--- config.mk ---
export PLATFORM = sky130hd
export DESIGN_NAME = cache_fill_fsm
export DESIGN_NICKNAME = d
export VERILOG_FILES = /design/src/rtl/cache_fill_fsm.sv
export SDC_FILE = /design/constraint.sdc
export NUM_CORES = 1
export LEC_CHECK = 0
export CAP_MARGIN = 5
export CELL_PAD_IN_SITES_DETAIL_PLACEMENT = 0
export CELL_PAD_IN_SITES_GLOBAL_PLACEMENT = 2
export CORE_ASPECT_RATIO = 2
export CORE_MARGIN = 5
export CORE_UTILIZATION = 16
export CTS_CLUSTER_SIZE = 8
export DETAILED_ROUTE_END_ITERATION = 16
export GPL_ROUTABILITY_DRIVEN = 1
export PLACE_DENSITY = 0.8
export SLEW_MARGIN = 20
export SYNTH_ARGS = -nofsm -noshare
export SYNTH_HDL_FRONTEND = slang
export SYNTH_SLANG_ARGS = --single-unit
--- constraint.sdc ---
create_clock -name clk -period 1.2 [get_ports clk]
set_input_delay 0.24 -clock clk [delete_from_list [all_inputs] [get_ports clk]]
set_output_delay 0.24 -clock clk [all_outputs]
set_load 0.01 [all_outputs]
--- src/rtl/cache_fill_fsm.sv ---
`default_nettype none
// ============================================================================
// Module      : cache_fill_fsm
// Description : Miss-handling controller for a direct-mapped cache.
//               When a miss is seen, it captures the block address and issues
//               eight sequential word reads to main memory. Each returned word
//               is written into the cache data array. On the eighth word the
//               valid+tag entry is also written and the controller returns to
//               IDLE.
// Revision    : 1.0 - initial release
// ============================================================================
module cache_fill_fsm #(
    parameter int ADDR_WIDTH = 16,
    parameter int DATA_WIDTH = 16
) (
    input  logic                  clk,
    input  logic                  rst,
    input  logic                  miss_detected,
    input  logic [ADDR_WIDTH-1:0] miss_address,
    input  logic [DATA_WIDTH-1:0] memory_data,
    input  logic                  memory_data_valid,
    output logic                  fsm_busy,
    output logic                  mem_read_en,
    output logic [ADDR_WIDTH-1:0] memory_address,
    output logic                  write_data_array,
    output logic                  write_tag_array,
    output logic [ADDR_WIDTH-1:0] fill_address,
    output logic [2:0]            word_num,
    output logic [DATA_WIDTH-1:0] fill_data
);

    // Controller states
    localparam logic [0:0] c_idle      = 1'b0;
    localparam logic [0:0] c_fill      = 1'b1;

    // A block is eight 16-bit words; the issue counter saturates at 8
    localparam logic [3:0] c_words     = 4'd8;
    localparam logic [2:0] c_last_word = 3'd7;

    logic [0:0]            r_state;
    logic [0:0]            w_next_state;
    logic [ADDR_WIDTH-5:0] r_blk_addr;
    logic [3:0]            r_issue_cnt;
    logic [2:0]            r_recv_cnt;
    logic                  w_issue_active;
    logic                  w_last_return;

    // The byte offset within a block is rebuilt from the counters, so the
    // low nibble of the miss address is intentionally discarded.
    logic                  w_unused_offset;
    assign w_unused_offset = ^miss_address[3:0];

    // Requests remain to be issued while fewer than eight have gone out
    assign w_issue_active = (r_issue_cnt < c_words);

    // The eighth return of the current fill closes the block
    assign w_last_return  = memory_data_valid && (r_recv_cnt == c_last_word);

    // Data to the cache is a straight pass-through of the memory bus
    assign fill_data = memory_data;

    // State register
    always_ff @(posedge clk) begin
        if (rst) begin
            r_state <= c_idle;
        end else begin
            r_state <= w_next_state;
        end
    end

    // Block address capture and issue / receive counters
    always_ff @(posedge clk) begin
        if (rst) begin
            r_blk_addr  <= '0;
            r_issue_cnt <= '0;
            r_recv_cnt  <= '0;
        end else if (r_state == c_idle) begin
            if (miss_detected) begin
                r_blk_addr  <= miss_address[ADDR_WIDTH-1:4];
                r_issue_cnt <= '0;
                r_recv_cnt  <= '0;
            end
        end else begin
            // One request per cycle with no backpressure, then hold at 8
            if (w_issue_active) begin
                r_issue_cnt <= r_issue_cnt + 4'd1;
            end
            // Returns arrive in order; the counter wraps 7 -> 0 at completion
            if (memory_data_valid) begin
                r_recv_cnt <= r_recv_cnt + 3'd1;
            end
        end
    end

    // Next-state logic: misses only start a fill from IDLE, and the last
    // returned word ends it
    always_comb begin
        w_next_state = r_state;
        case (r_state)
            c_idle: begin
                if (miss_detected) begin
                    w_next_state = c_fill;
                end
            end
            c_fill: begin
                if (w_last_return) begin
                    w_next_state = c_idle;
                end
            end
            default: begin
                w_next_state = c_idle;
            end
        endcase
    end

    // Output decode: everything is quiet in IDLE so stale memory returns
    // cannot disturb the cache arrays
    always_comb begin
        fsm_busy         = 1'b0;
        mem_read_en      = 1'b0;
        memory_address   = '0;
        write_data_array = 1'b0;
        write_tag_array  = 1'b0;
        fill_address     = '0;
        word_num         = '0;
        if (r_state == c_fill) begin
            fsm_busy         = 1'b1;
            mem_read_en      = w_issue_active;
            memory_address   = {r_blk_addr, r_issue_cnt[2:0], 1'b0};
            word_num         = r_recv_cnt;
            fill_address     = {r_blk_addr, r_recv_cnt, 1'b0};
            write_data_array = memory_data_valid;
            write_tag_array  = w_last_return;
        end
    end

endmodule
`default_nettype wire
* Word level (Yosys, flattened, before mapping)
Cells that the tools add are included. W data, S select, Z words.
Operators by class: add/sub/neg operators 2, order comparisons 1, eq/ne operators 3, muxes and demuxes 16, bitwise operators 1, reductions and logical operators 5
Operators by type and width (count):
- $mux W16 | 2
- $mux W3 | 4
- $mux W4 | 3
- $mux W1 | 6
- $reduce_and A2 Y1 | 3
- $add A4 B1 Y4 const B | 1
- $lt A4 B4 Y1 const B | 1
- $add A3 B1 Y3 const B | 1
- $eq A3 B3 Y1 const B | 1
- $ne A2 B1 Y1 const B | 1
- $ne A2 B2 Y1 const B | 1
- $pmux W1 S2 | 1
- $reduce_bool A2 Y1 | 1
- $logic_and A1 B1 Y1 | 1
- $not A1 Y1 | 1
Word-level totals: register bits 20, bits of input ports 36, output and inout port bits 55, word-level logic and storage cells 32

* Longest topological paths before layout
Gate-level depths: netlist (run 1).
word-level depth 4, gate-level depth with buffers 5

* Least setup slack after synthesis (run 1)
OpenSTA, ideal clock, no wires.
path kind register -> output, start reg r_state, end out memory_address[13], arrival time 1.060 ns, setup slack -0.100 ns, cell stages (with the launch flop) 4, path buffers 2, path through dfxtp_1 > clkbuf_1 > and2_1 > buf_4
On the way: word-level cells in the longest chain between the ends 1
Ends and longest elaborated chain:
- start, declared | line 40 | logic [0:0] r_state;
- start signal, assigned | line 65 | r_state <= c_idle;
- start signal, assigned | line 67 | r_state <= w_next_state;
- $mux W16 | line 126 | if (r_state == c_fill) begin
- end, declared | line 24 | output logic [ADDR_WIDTH-1:0] memory_address,
Every way passes these cells.

* Worst setup path after layout (run 1)
start reg r_recv_cnt[0], end out write_tag_array
On the way: word-level cells in the longest chain between the ends 3
Ends and longest elaborated chain:
- start, declared | line 44 | logic [2:0] r_recv_cnt;
- start signal, assigned | line 90 | r_recv_cnt <= r_recv_cnt + 3'd1;
- $eq A3 B3 Y1 | line 57 | assign w_last_return = memory_data_valid && (r_recv_cnt == c_last_word);
- $logic_and A1 B1 Y1 | line 57
- $mux W1 | line 126
- end, declared | line 26 | output logic write_tag_array,
Every way passes these cells.

==> results of run 1 <==
## sequential cells by signal (all words and copies together) (netlist names)
| register | count |
|---|---|
| r_state | 1 |
| r_blk_addr | 12 |
| r_recv_cnt | 3 |
| r_issue_cnt | 4 |
## layer usage
layer / GRT usage / vias to the layer above / wire length [µm]
met5: 0 / - / 0
met4: 0.0508 / 0 / 72
met3: 0.00925 / 4 / 182
met2: 0.141 / 27 / 1940
met1: 0.0612 / 455 / 1040
li1: - / 518 / -
## through the flow
stage	instances	cell area, µm²	hold slack [ns]	setup WS (ns)	setup TNS (ns)
global route	277	1930	0.471	-0.221	-3.64
detailed placement	271	1670	0.442	-0.518	-11.66
global placement	271	1670	0.437	-0.479	-11.19
CTS	276	1890	0.455	-0.217	-3.09
finish	277	1930	0.450	-0.201	-2.45
floorplan	149	1160	0.376	0.0119	0
## worst max-delay path, delay by kind of cell, from the launching register on
kind,cells,cell delay [ns]
adders and majority gates,2,0.31
buffers and inverters,1,0.12
DFF,1,0.34
and+or+nand+nor,1,0.15
## power by group
group          switching [mW]  internal [mW]
logic                   0.152          0.210
clock network           0.240          0.508
registers              0.0191          0.696
total                   0.411           1.41
## cell type report
cell class                      count  area [µm²]  area share
Clock buffer                        4        88.8      0.0460
Inverter                            2        10.0     0.00518
Multi-Input combinational cell     87         564       0.292
Sequential cell                    20         407       0.211
Tap cell                           90         113      0.0583
Timing Repair Buffer               74         748       0.388
## placed cells by master, fill, tap and decap left out, drive strengths merged
| master | instances |
|---|---|
| inv | 2 |
| and3 | 1 |
| nand2b | 3 |
| dlymetal6s2s | 1 |
| and2 | 18 |
| conb | 2 |
| nor2 | 1 |
| nand4b | 1 |
| clkdlybuf4s50 | 14 |
| or2 | 1 |
| clkbuf | 5 |
| nand2 | 27 |
| xor2 | 1 |
| buf | 58 |
| nor2b | 1 |
| nand3 | 7 |
| nor3 | 2 |
| nand3b | 1 |
| ha | 3 |
| a21oi | 18 |
| dfxtp | 20 |
## repair_timing
action	CTS	global route
buffers inserted	1	1
resized for setup	211	14
gates cloned	0	1
hold buffers	0	0
pin swaps	6	4
endpoints found under the setup margin	39	47
## logic make-up (layout without fill, tap and decap cells)
| group | after synthesis | after routing | synth area share |
|---|---|---|---|
| AND/OR/NAND/NOR | 63 | 63 | 0.275 |
| buffers and inverters | 42 | 80 | 0.255 |
| flip-flops | 20 | 20 | 0.348 |
| AO/OA/AOI/OAI | 18 | 18 | 0.0783 |
| adder cells (fa/ha/maj) | 3 | 3 | 0.0326 |
| other | 1 | 2 | 0.00326 |
| XOR/XNOR | 1 | 1 | 0.00761 |
## worst paths after layout
| kind | from | slack, ns | to | depth (start not counted) |
|---|---|---|---|---|
| worst min register to register | r_blk_addr[4] | 0.45 | r_blk_addr[4] | 2 |
| worst max-delay path | r_recv_cnt[0] | -0.20 | write_tag_array | 4 |
| worst max register to register | r_state | 0.02 | r_recv_cnt[0] | 5 |
| worst min-delay path | memory_data_valid | 0.45 | r_recv_cnt[1] | 4 |
==> reports/results.md, run 1 <==
| Step | Quantity | This run |
|---|---|---|
| power and ir drop | Power consumption | 1.82 mW |
| die | Die Footprint | 9090 µm² |
| outcome | Outcome | complete, but fails checks |
| layout | Number of nets in the layout | 227 |
| die | Width of the chip | 70.0 µm |
| placed design | Hpwl dp | 2.57 mm |
| clock network | Number of buffers inserted during clock tree synthesis | 3 |
| timing | Final clock skew | 0.00262 ns |
| clock network | Root Buffer Master | sky130_fd_sc_hd__clkbuf_16 |
| power and ir drop | Power per standard cell area | 945 nW/µm² |
| worst hold path | Path type of the worst min-delay path | in2reg |
| critical path | CP Launch Type | flip-flop |
| global routing | First-pass GRT wire length | 4.86 mm |
| drt | Vias per std cell | 3.62 |
| layout | Finished Core Util | 0.276 |
| timing | Tcrit/Tclk final | 1.17 |
| clock network | Register clock-pin slew on the reported worst setup and hold paths | 0.06 ns |
| timing | Fmax achieved | 0.714 GHz |
| clock network | Number of clock sinks | 20 |
| critical path | List of cells traversed by the critical path | ha_4 > ha_4 > and3_4 > buf_6 |
| critical path | Startpoint-to-endpoint class of the critical path | reg2out |
| drt | Detailed-route via count | 1,004 |
| clock network | CTS tree | done |
| synthesis | Sequential cell area fraction in the yosys report | 0.348 |
| critical path | Critical Path AT | 1.16 ns |
| clock network | Clock network latency to the later pin of the worst-skew pair | 0.25 ns |
| timing | RSZ-0062 raised after global routing | true |
| die | DIE HEIGHT | 130 µm |
| global routing | Pin count of the biggest net entering global routing | 12 |
| drt | DRT Wirelength | 3.24 mm |
| timing | Count of pins over their slew limit | 0 |
| power and ir drop | Peak supply drop | 288 µV |
| synthesis | Count of yosys warnings during synthesis | 0 |
| synthesis | Commonest cells post-synth | 34 x sky130_fd_sc_hd__buf_4, 27 x sky130_fd_sc_hd__nand2_1, 20 x sky130_fd_sc_hd__dfxtp_1 |
| synthesis | Per-instance average area after synthesis | 7.78 µm² |
| critical path | Crit-path slowest cell | sky130_fd_sc_hd__dfxtp_2 |
| placed design | Routability-driven placement congestion ratio | 0.784 |
| drt | First-pass detailed-route iteration total | 4 |
| critical path | Critical path peak fanout | 2 |
| die | Effective utilization at floorplan | 0.165 |
| synthesis | Leading cell types by total area after synthesis | sky130_fd_sc_hd__dfxtp_1 35%, sky130_fd_sc_hd__buf_4 22%, sky130_fd_sc_hd__and2_1 9.8% |
| global routing | Vias in the first global route | 1,010 |
| drt | Routed length per instance | 11.7 µm |
| synthesis | Area fraction of the dominant cell type after synthesis | 0.348 |
| placed design | Port buffer count | 52 |
| synthesis | Share of flip-flops with an asynchronous set or reset | 0 |
| global routing | All-layer global routing usage | 0.0699 |
| die | Cell Rows | 43 |
| drt | Residual DRC count | 0 |
| timing | Count of final hold-check violations | 0 |
| power and ir drop | Leakage dissipation | 0.842 nW |
| critical path | Cell type with the highest occurrence count on the critical path | sky130_fd_sc_hd__ha_4 |
| synthesis | Post-synthesis instance total | 148 |
| synthesis | Most common cell in the netlist | sky130_fd_sc_hd__buf_4 |
| synthesis | Post-synth EDFFs | 0 |
| die | Number of placed I/O pins | 91 |
| global routing | Total congestion overflow after global routing | 0 |
| flow run | Max cap viols | 0 |
| synthesis | Largest area contributor in the synthesized netlist | sky130_fd_sc_hd__dfxtp_1 |
| critical path | Critical path data required time | 0.96 ns |
| timing | Final Worst Setup Slack | -0.201 ns |
| synthesis | Post-Synthesis Cell Area | 1150 µm² |
| synthesis | Netlist cell types | 21 |
| layout | Layout area overhead | 67.7% |
| global routing | Antenna violations before repair | 0 |
| outcome | Violations in the final reports | negative setup slack |
| synthesis | Number of flip-flops and latches in the synthesized netlist | 20 |
| clock network | Maximum root-to-sink buffer count | 2 |
| drt | Detailed Route Iter0 Violations | 11 |
| timing | Count of final setup violators | 36 |
| synthesis | Top flip-flop cell by instance count after synthesis | sky130_fd_sc_hd__dfxtp_1 |
| layout | Proportion of layout cells with a drive suffix above 1 | 0.497 |
| die | Core area | 6990 µm² |
| layout | Diode insertion count for antenna repair | 0 |
| critical path | Slowest stage delay, CP | 0.34 ns |
| critical path | Type of element capturing the critical path | output pin |
| timing | Shortest clock period the worst path allows after layout | 1.40 ns |
| drt | Antenna Violating Nets Remaining | 0 |
| clock network | Count of H-tree levels built during CTS | 1 |
| layout | # fillers | 782 |
Note: power is estimated with default switching activity, not from simulation.
==> run 2, diff against run 1 <==
--- a/config.mk
+++ b/config.mk
@@ -6,15 +6,15 @@
 export NUM_CORES = 1
 export LEC_CHECK = 0
 export CAP_MARGIN = 5
-export CELL_PAD_IN_SITES_DETAIL_PLACEMENT = 0
+export CELL_PAD_IN_SITES_DETAIL_PLACEMENT = 2
 export CELL_PAD_IN_SITES_GLOBAL_PLACEMENT = 2
 export CORE_ASPECT_RATIO = 2
 export CORE_MARGIN = 5
-export CORE_UTILIZATION = 16
-export CTS_CLUSTER_SIZE = 8
+export CORE_UTILIZATION = 17
+export CTS_CLUSTER_SIZE = 28
 export DETAILED_ROUTE_END_ITERATION = 16
 export GPL_ROUTABILITY_DRIVEN = 1
-export PLACE_DENSITY = 0.8
+export PLACE_DENSITY = 0.85
 export SLEW_MARGIN = 20
 export SYNTH_ARGS = -nofsm -noshare
 export SYNTH_HDL_FRONTEND = slang
==> constraint.sdc (replaced) <==
create_clock -name clk -period 1.79 [get_ports clk]
set_input_delay 0.358 -clock clk [delete_from_list [all_inputs] [get_ports clk]]
set_output_delay 0.358 -clock clk [all_outputs]
set_load 0.01 [all_outputs]
==> run 2 against run 1 <==
Compared with the run above: clock power shrank 31%; clock-buffer cell count is the same; worst setup slack gained 0.33 ns; highest routed layer unchanged; worst hold slack gained 0.0038 ns; largest cell class unchanged; cell area shrank 15%; clock skew is essentially flat; the run now ends clean; wire length grew 9.9%; register-to-register slack gained 0.44 ns.
==> reports/results.md, run 2 (synthesis results as in run 1) <==
| Step | Quantity | This run | vs previous |
|---|---|---|---|
| layout | Number of standard cells in the final layout excluding fillers | 265 | -4.3% |
| drt | Detailed-route via count | 1,012 | +0.80% |
| clock network | CTS tree | done |  |
| worst hold path | Worst hold path depth | 2 | -2 |
| placed design | Routability-driven placement congestion ratio | 0.738 | -5.9% |
| die | Core area | 6620 µm² | -5.3% |
| timing | Tcrit/Tclk final | 0.930 |  |
| layout | Most common cell after layout, fill and taps aside | sky130_fd_sc_hd__dlygate4sd2_1 |  |
| drt | DRT Wirelength | 3.56 mm | +9.9% |
| critical path | Critical Path AT | 1.31 ns | +0.15 ns |
| worst hold path | Source of the worst hold timing path | r_blk_addr[2] |  |
| die | Number of placed I/O pins | 91 | unchanged |
| placed design | Placed instance count | 260 | -4.1% |
| timing | Final clock skew | 0.00277 ns | +0.000150 ns |
| power and ir drop | Power per standard cell area | 715 nW/µm² | -24% |
| die | Effective utilization at floorplan | 0.174 | +0.00927 |
| layout | Storage cell area | 402 µm² | -1.2% |
| critical path | Startpoint-to-endpoint class of the critical path | reg2out |  |
| global routing | First-pass GRT wire length | 5.55 mm | +14% |
| placed design | Hpwl dp | 2.89 mm | +13% |
| critical path | Type of element capturing the critical path | output pin |  |
| clock network | Register clock-pin slew on the reported worst setup and hold paths | 0.06 ns | about the same |
| drt | Antenna Violating Nets Remaining | 0 | unchanged |
| outcome | Outcome | completed |  |
| timing | Fmax achieved | 0.601 GHz |  |
| clock network | Root Buffer Master | sky130_fd_sc_hd__clkbuf_16 |  |
| layout | Max FFs per register | 12 | unchanged |
| worst hold path | Path type of the worst min-delay path | reg2reg |  |
| timing | Count of final setup violators | 0 | -100% |
| critical path | Crit-path slowest cell | sky130_fd_sc_hd__dfxtp_2 |  |
| critical path | Endpoint of the worst register-to-register path | r_recv_cnt[0] |  |
| placed design | Placed Instance Area | 1580 µm² | -5.0% |
| critical path | Slowest stage delay, CP | 0.33 ns | about the same |
| layout | Number of nets in the layout | 217 | -4.4% |
| timing | Final hold slack | 0.454 ns | +0.00380 ns |
| layout | Multi-input gate area | 460 µm² | -18% |
| worst hold path | End point of the worst hold path | r_blk_addr[2] |  |
| global routing | Pin count of the biggest net entering global routing | 21 | +9 |
| power and ir drop | Power consumption | 1.17 mW | -36% |
| power and ir drop | Leakage dissipation | 0.836 nW | -0.74% |
| clock network | Clock network latency to the later pin of the worst-skew pair | 0.25 ns | about the same |
| clock network | Number of clock sinks | 20 | unchanged |
| critical path | Worst reg2reg path startpoint | r_state |  |
| critical path | List of cells traversed by the critical path | buf_6 > buf_4 > and2_1 > dlygate4sd2_1 |  |
| drt | Detailed Route Iter0 Violations | 16 | +5 |
| timing | RSZ-0062 raised after global routing | false |  |
| layout | Finished Cell Area | 1640 µm² | -15% |
| clock network | Number of buffers inserted during clock tree synthesis | 3 | unchanged |
| layout | Proportion of layout cells with a drive suffix above 1 | 0.107 | -0.390 |
| global routing | Antenna violations before repair | 0 | unchanged |
| layout | Diode insertion count for antenna repair | 0 | unchanged |
| timing | Shortest clock period the worst path allows after layout | 1.66 ns |  |
| placed design | Port buffer count | 52 | unchanged |
| critical path | CP Launch Type | flip-flop |  |
| die | Die Footprint | 8620 µm² | -5.2% |
| flow run | Max cap viols | 0 | unchanged |
| global routing | All-layer global routing usage | 0.0855 | +0.0156 |
| clock network | Hold buffers post-CTS | 0 | unchanged |
| die | Cell Rows | 42 | -2.3% |
| drt | Vias per std cell | 3.82 | +5.4% |
| global routing | Vias in the first global route | 1,169 | +16% |
| clock network | Count of H-tree levels built during CTS | 1 | unchanged |
| die | DIE HEIGHT | 126 µm | -2.8% |
| layout | Largest Register | r_blk_addr |  |
| drt | First-pass detailed-route iteration total | 3 | -1 |
| layout | # fillers | 804 | +2.8% |
| layout | Layout area overhead | 42.8% |  |
| layout | Most frequent cells in the layout | 34 x sky130_fd_sc_hd__dlygate4sd2_1, 27 x sky130_fd_sc_hd__nand2_1, 19 x sky130_fd_sc_hd__dfxtp_1 |  |
| layout | Registers with the highest flip-flop counts | r_blk_addr: 12 flops, r_issue_cnt: 4 flops, r_recv_cnt: 3 flops |  |
| timing | Count of pins over their slew limit | 0 | unchanged |
| power and ir drop | Peak supply drop | 234 µV | -19% |
| critical path | Critical path data required time | 1.43 ns | +0.47 ns |
| timing | Count of final hold-check violations | 0 | unchanged |
| global routing | Total congestion overflow after global routing | 0 | unchanged |
| die | Width of the chip | 68.2 µm | -2.6% |
| drt | Residual DRC count | 0 | unchanged |
| critical path | Slack of the worst reg-to-reg path | 0.46 ns | +0.44 ns |
| layout | Finished Core Util | 0.248 | -0.0277 |
| drt | Routed length per instance | 13.4 µm | +15% |
| clock network | Maximum root-to-sink buffer count | 2 | unchanged |
| critical path | Depth of the most critical reg-to-reg path | 6 | +1 |
| critical path | Critical path peak fanout | 11 | +9 |
==> run 2: cell types whose count changed in the layout (fill, tap and decap cells not counted), moves of 2 or more <==
cell and delta:
sky130_fd_sc_hd__buf_6 -36, sky130_fd_sc_hd__and2_1 +17, sky130_fd_sc_hd__ha_1 +2, sky130_fd_sc_hd__dlygate4sd2_1 +34
sky130_fd_sc_hd__ha_4 -2, sky130_fd_sc_hd__dfxtp_1 +2, sky130_fd_sc_hd__buf_2 -4, sky130_fd_sc_hd__and2_4 -17
sky130_fd_sc_hd__buf_4 -4, sky130_fd_sc_hd__nand2b_1 +2
==> run 2: area by class of cell <==
cell class              instances  area share
repair buffers                 64       0.350
multi-input cells              87       0.280
flip-flops and latches         20       0.244
well taps                      88      0.0670
clock buffers                   4      0.0540
inverters                       2     0.00457
==> run 2: where the power goes <==
group | internal [mW] | switching [mW]
sequential | 0.467 | 0.0119
clock | 0.341 | 0.175
combinational | 0.0927 | 0.0881
==> run 2: how the worst max path moves through the flow <==
stage                                  from                 end  slack, ns  cells past startpoint
after floorplan                     r_state  memory_address[13]       0.37                      3
after global placement    memory_data_valid     write_tag_array      -0.13                      3
after detailed placement  memory_data_valid     write_tag_array      -0.17                      3
after CTS                           r_state            fsm_busy       0.01                      3
after global routing                r_state         word_num[1]       0.06                      4
final                               r_state         word_num[1]       0.13                      4
==> run 2: layer usage <==
layer / vias to the layer above / routed length [µm] / track usage
met1: 486 / 1110 / 0.0719
met3: 4 / 214 / 0.0106
li1: 491 / - / -
met5: - / 0 / 0
met4: 0 / 68 / 0.0457
met2: 31 / 2160 / 0.175
==> run 2: stage by stage <==
| step | worst slack [ns] | setup TNS, ns |
|---|---|---|
| floorplan | 0.372 | 0 |
| detailed placement | -0.167 | -0.283 |
| CTS | 0.00972 | 0 |
| global route | 0.0647 | 0 |
| finish | 0.126 | 0 |
| global placement | -0.125 | -0.193 |
==> run 2: critical path: cells and delay by family (launching register included) <==
| kind | cells | cell delay (ns) |
|---|---|---|
| buffers and inverters | 3 | 0.56 |
| DFF | 1 | 0.33 |
| and+or+nand+nor | 1 | 0.16 |
==> run 2: timing repair <==
action,CTS,global route
pin swaps,0,0
endpoints found under the hold margin,0,0
setup buffers,1,0
gates resized for setup,39,3
endpoints found under the setup margin,35,3
==> RTL edit 1 (config.mk and constraints of run 2) <==
Reset style: asynchronous (`rst`), changed in 2 clocked blocks.
--- a/src/rtl/cache_fill_fsm.sv
+++ b/src/rtl/cache_fill_fsm.sv
@@ -60,7 +60,7 @@
     assign fill_data = memory_data;
 
     // State register
-    always_ff @(posedge clk) begin
+    always_ff @(posedge clk or posedge rst) begin
         if (rst) begin
             r_state <= c_idle;
         end else begin
@@ -69,7 +69,7 @@
     end
 
     // Block address capture and issue / receive counters
-    always_ff @(posedge clk) begin
+    always_ff @(posedge clk or posedge rst) begin
         if (rst) begin
             r_blk_addr  <= '0;
             r_issue_cnt <= '0;
Check against the original RTL: differs if rst is asserted again (counterexample within 4 cycles, from zero or initial values and one cycle with rst high); with rst held inactive, the same outputs for 10 cycles.
==> RTL edit 1 against run 2 <==
Sequential cell count unchanged; synthesized cell count down 22%; setup slack worse by 0.052 ns; die area up 9.1%; wire length down 7.4%; design area up 6.4%; critical path depth unchanged; via count down 17%; sequential share of layout area up 4.2 points; synthesized area up 10%; core utilization down 0.76 points.
Power is not compared: it rests on default switching activity, and its combinational part moved more than twofold at a synthesized area within 25%.
==> RTL edit 1: results (changes against run 2) <==
| Metric | Value |
|---|---|
| Status | `finished, final reports clean` |
| Comb_multi_in | `57 (-34%)` |
| Skew final | `0.002219 ns (-0.0005485 ns)` |
| Core Util, Final | `0.2407 (-0.007597)` |
| Non-clock buffer count | `60 (-6.3%)` |
| DR vias/cell | `3.557 (-6.8%)` |
| Seq. cell area | `500.5 sq um (+25%)` |
| Number of sequential cells | `20 (unchanged)` |
| Hold WS | `0.4454 ns (-0.008356 ns)` |
| Layout cell share with drive strength beyond 1 | `0.2028 (+0.09545)` |
| Average wire per standard cell | `14.02 microns (+4.4%)` |
| Reg2Reg Setup Slack | `0.37 ns (-0.09 ns)` |
| Core ar. | `0.007267 sq mm (+9.8%)` |
| Synthesized area per cell | `11.04 sq um (+42%)` |
| Drt initial violations | `8 (-8)` |
| Area contributors post-synth | `dfrtp_1 39%, buf_4 20%, mux2_4 11%` |
| Critical path arrival | `1.36 ns (+0.05 ns)` |
| Dpl cells | `231 (-11%)` |
| Met1 Usage GRT | `0.06953 (-0.002328)` |
| Cts repair resizes | `40 (+2.6%)` |
| DP Worst Slack | `-0.1892 ns (-0.02243 ns)` |
| Tot GR Track Use | `0.07343 (-0.01208)` |
| Tcrit/Tclk final | `0.9590 (+0.02909)` |
| CP Max Fanout | `2 (-9)` |
| Grt met3 use | `0.01832 (+0.007701)` |
| M1 wire length | `1100 microns (-1.3%)` |
| Detail Placement HPWL | `2648 microns (-8.4%)` |
| Fraction of area in multi-input gates | `0.2747 (-0.005383)` |
| Number of filler instances in the final layout | `852 (+6.0%)` |
| Pre-Repair DR Iteration Count | `2 (-1)` |
| Post-Layout Cell Count | `235 (-11%)` |
| Post-synth cell types | `24 (+14%)` |
| Post-place instance area | `0.001707 sq mm (+7.9%)` |
| Layout Nets | `183 (-16%)` |
| M2 GR Usage | `0.1432 (-0.03140)` |
| Ys async rst share | `1.000 (+1.000)` |
| First-pass GRT wire length | `5416 microns (-2.5%)` |
| Metal2 WL | `1973 microns (-8.7%)` |
| Clock network area share | `0.05079 (-0.003247)` |
## RTL edit 1: cells by family (layout without fill, tap and decap cells)
group	after synthesis	in the layout	share of synthesized area
AO/OA/AOI/OAI	7	7	0.03448
multiplexers	16	16	0.1665
flip-flops	20	20	0.3941
AND/OR/NAND/NOR	29	29	0.1399
buffers and inverters	39	66	0.2325
adder cells (fa/ha/maj)	3	3	0.02956
other	1	2	0.002953
## RTL edit 1: path summary, 6_finish.rpt
path	start	to	depth (start not counted)
worst max-delay path	r_recv_cnt[0]	write_tag_array	4
worst min-delay path	rst	r_blk_addr[3]	3
worst max register to register	r_recv_cnt[0]	r_recv_cnt[2]	4
worst min register to register	r_issue_cnt[0]	r_issue_cnt[0]	1
max in group asynchronous	rst	r_blk_addr[4]	3
min in group clk	r_issue_cnt[0]	r_issue_cnt[0]	1
## RTL edit 1: worst max-delay path, stage by stage (launching register included)
cell and delay [ns]:
dfrtp_1 0.39, ha_1 0.20, ha_1 0.18, and3_1 0.20, buf_2 0.14
==> RTL edit 2 (flow settings as in run 2) <==
Made on the original files. `DATA_WIDTH`: 16 -> 12.
--- a/src/rtl/cache_fill_fsm.sv
+++ b/src/rtl/cache_fill_fsm.sv
@@ -11,7 +11,7 @@
 // ============================================================================
 module cache_fill_fsm #(
     parameter int ADDR_WIDTH = 16,
-    parameter int DATA_WIDTH = 16
+    parameter int DATA_WIDTH = 12
 ) (
     input  logic                  clk,
     input  logic                  rst,
Ports: changed (resized fill_data and memory_data); port bits go from 91 to 83. No check against the original RTL was run, so the function may have changed too.
==> RTL edit 2 against run 2 <==
Design area shrank 0.38%; non-clock buffer count shrank 4; synthesized area shrank 2.6%; setup slack lost 0.020 ns; clock skew shrank 0.00073 ns; total power grew 0.98%; wire length grew 5.8%; combinational power grew 4%; sequential cell count is the same; critical endpoint is now fill_address[10]; largest cell class unchanged.
==> RTL edit 2: results (changes against run 2) <==
| Metric | Value |
|---|---|
| Reg2Reg Depth | `5 (-1)` |
| Hold buffer count at cts | `0 (unchanged)` |
| Critical path arrival | `1.33 ns (+0.02 ns)` |
| Port Buf Inserts | `52 (unchanged)` |
| Drt initial violations | `27 (+11)` |
| Initial antenna violation count | `0 (unchanged)` |
| Vias in the first global route | `1125 (-3.8%)` |
| Tot GR Track Use | `0.08911 (+0.003599)` |
| CP Max Fanout | `14 (+3)` |
| Worst Setup SP | `r_state` |
| Lkg Pwr | `0.8043 nW (-3.8%)` |
| Post-synth cell types | `21 (unchanged)` |
| CTS root buffer | `clkbuf_16` |
| Hold WC Path Type | `reg2reg` |
| Detail Placement HPWL | `2742 microns (-5.1%)` |
| Skew final | `0.002041 ns (-0.0007258 ns)` |
| Worst-path clk slew | `0.06 ns (about the same)` |
| Synth top cells by count | `30 x buf_4, 27 x nand2_1, 20 x dfxtp_1` |
| Deepest clock path buffer count | `2 (unchanged)` |
| Ys async rst share | `0 (unchanged)` |
| Area contributors post-synth | `dfxtp_1 36%, buf_4 20%, and2_1 10%` |
| CTS buffer count | `3 (unchanged)` |
| Post-place instance area | `0.001564 sq mm (-1.1%)` |
| HP Start | `r_blk_addr[7]` |
| Layout Nets | `209 (-3.7%)` |
| Worst vdd ir | `0.2955 mV (+26%)` |
| Largest net degree at the start of global routing | `21 (unchanged)` |
| Vias | `1047 (+3.5%)` |
| Status | `finished, final reports clean` |
| Pre-Repair DR Iteration Count | `2 (-1)` |
| Final setup viols | `0 (unchanged)` |
| Warnings, synthesis | `0 (unchanged)` |
| Top_reg_cell synth | `dfxtp_1` |
| WHS Path Cells | `2 (unchanged)` |
| Register area share after synthesis | `0.3571 (+0.009317)` |
| Average wire per standard cell | `14.43 microns (+7.4%)` |
| H-tree levels | `1 (unchanged)` |
| Layout cell share with drive strength beyond 1 | `0.08671 (-0.02064)` |
| Clock latency at the later pin of the worst-skew pair | `0.25 ns (about the same)` |
| GP Congestion | `0.7284 (-1.3%)` |
| Reg2Reg Setup Slack | `0.43 ns (-0.03 ns)` |
| Antenna diodes | `0 (unchanged)` |
| Post CTS Setup Buffer Count | `0 (-1)` |
| First-pass GRT wire length | `5802 microns (+4.5%)` |
| Largest registers | `r_blk_addr: 12 flops, r_issue_cnt: 4 flops, r_recv_cnt: 3 flops` |
| Pint | `906.3 uW (+0.69%)` |
RTL edit 2: cell count changes after synthesis, sizes merged:
| cell | before | now |
|---|---|---|
| buf | 36 | 32 |
RTL edit 2: metal layers:
| layer | up-vias | GRT usage | wire, microns |
|---|---|---|---|
| met5 | - | 0 | 0 |
| met2 | 48 | 0.1572 | 1878 |
| met1 | 509 | 0.1055 | 1612 |
| li1 | 486 | - | - |
| met3 | 4 | 0.01805 | 240 |
| met4 | 0 | 0.02273 | 34 |
RTL edit 2: timing repair:
| item | in CTS | in global routing |
|---|---|---|
| cloned | 1 | 0 |
| endpoints found under the hold margin | 0 | 0 |
| gates resized for setup | 38 | 1 |
| setup endpoints to repair | 36 | 1 |
RTL edit 2: path summary, 6_finish.rpt:
kind	to
setup / recovery	fill_address[10]
hold / removal	r_blk_addr[7]
hold reg to reg	r_blk_addr[7]
setup reg to reg	r_recv_cnt[0]
RTL edit 2: power by group through the flow:
stage / registers [mW] / logic [mW] / clock network [mW]
global placement: 0.486 / 0.183 / 0
floorplan: 0.487 / 0.120 / 0
global route: 0.482 / 0.207 / 0.554
finish: 0.479 / 0.189 / 0.518
detailed placement: 0.489 / 0.192 / 0
CTS: 0.480 / 0.194 / 0.530
RTL edit 2: stage by stage:
step / setup WS (ns) / util / cells / hold WS [ns] / TNS (ns)
final: 0.1055 / 0.2513 / 261 / 0.4536 / 0
after global routing: 0.03386 / 0.2513 / 261 / 0.4817 / 0
after CTS: 0.01952 / 0.2521 / 261 / 0.4569 / 0
after detailed placement: -0.1791 / 0.2400 / 256 / 0.4488 / -0.2884
after global placement: -0.1426 / 0.2400 / 256 / 0.4382 / -0.2138
after floorplan: 0.3718 / - / 145 / 0.4317 / 0
RTL edit 2: layout make-up:
cell class	count	area (sq um)
well taps	88	110.1
fillers	817	4878
inverters	2	7.507
multi-input cells	87	460.4
clock buffers	4	88.84
flip-flops and latches	20	401.6
repair buffers	60	569.3
RTL edit 2: cell families after synthesis:
kind of cell,after synthesis,synth area share
compound gates,18,0.08036
other cells,1,0.003345
buf+inv,38,0.2355
fa+ha+maj,3,0.03349
xor+xnor,1,0.007814
simple gates,63,0.2824
flops,20,0.3571
RTL edit 2: critical path: stages (launching register included):
cell           delay, ns
dfxtp_2             0.34
bufbuf_16           0.28
and2_1              0.17
dlygate4sd2_1       0.28
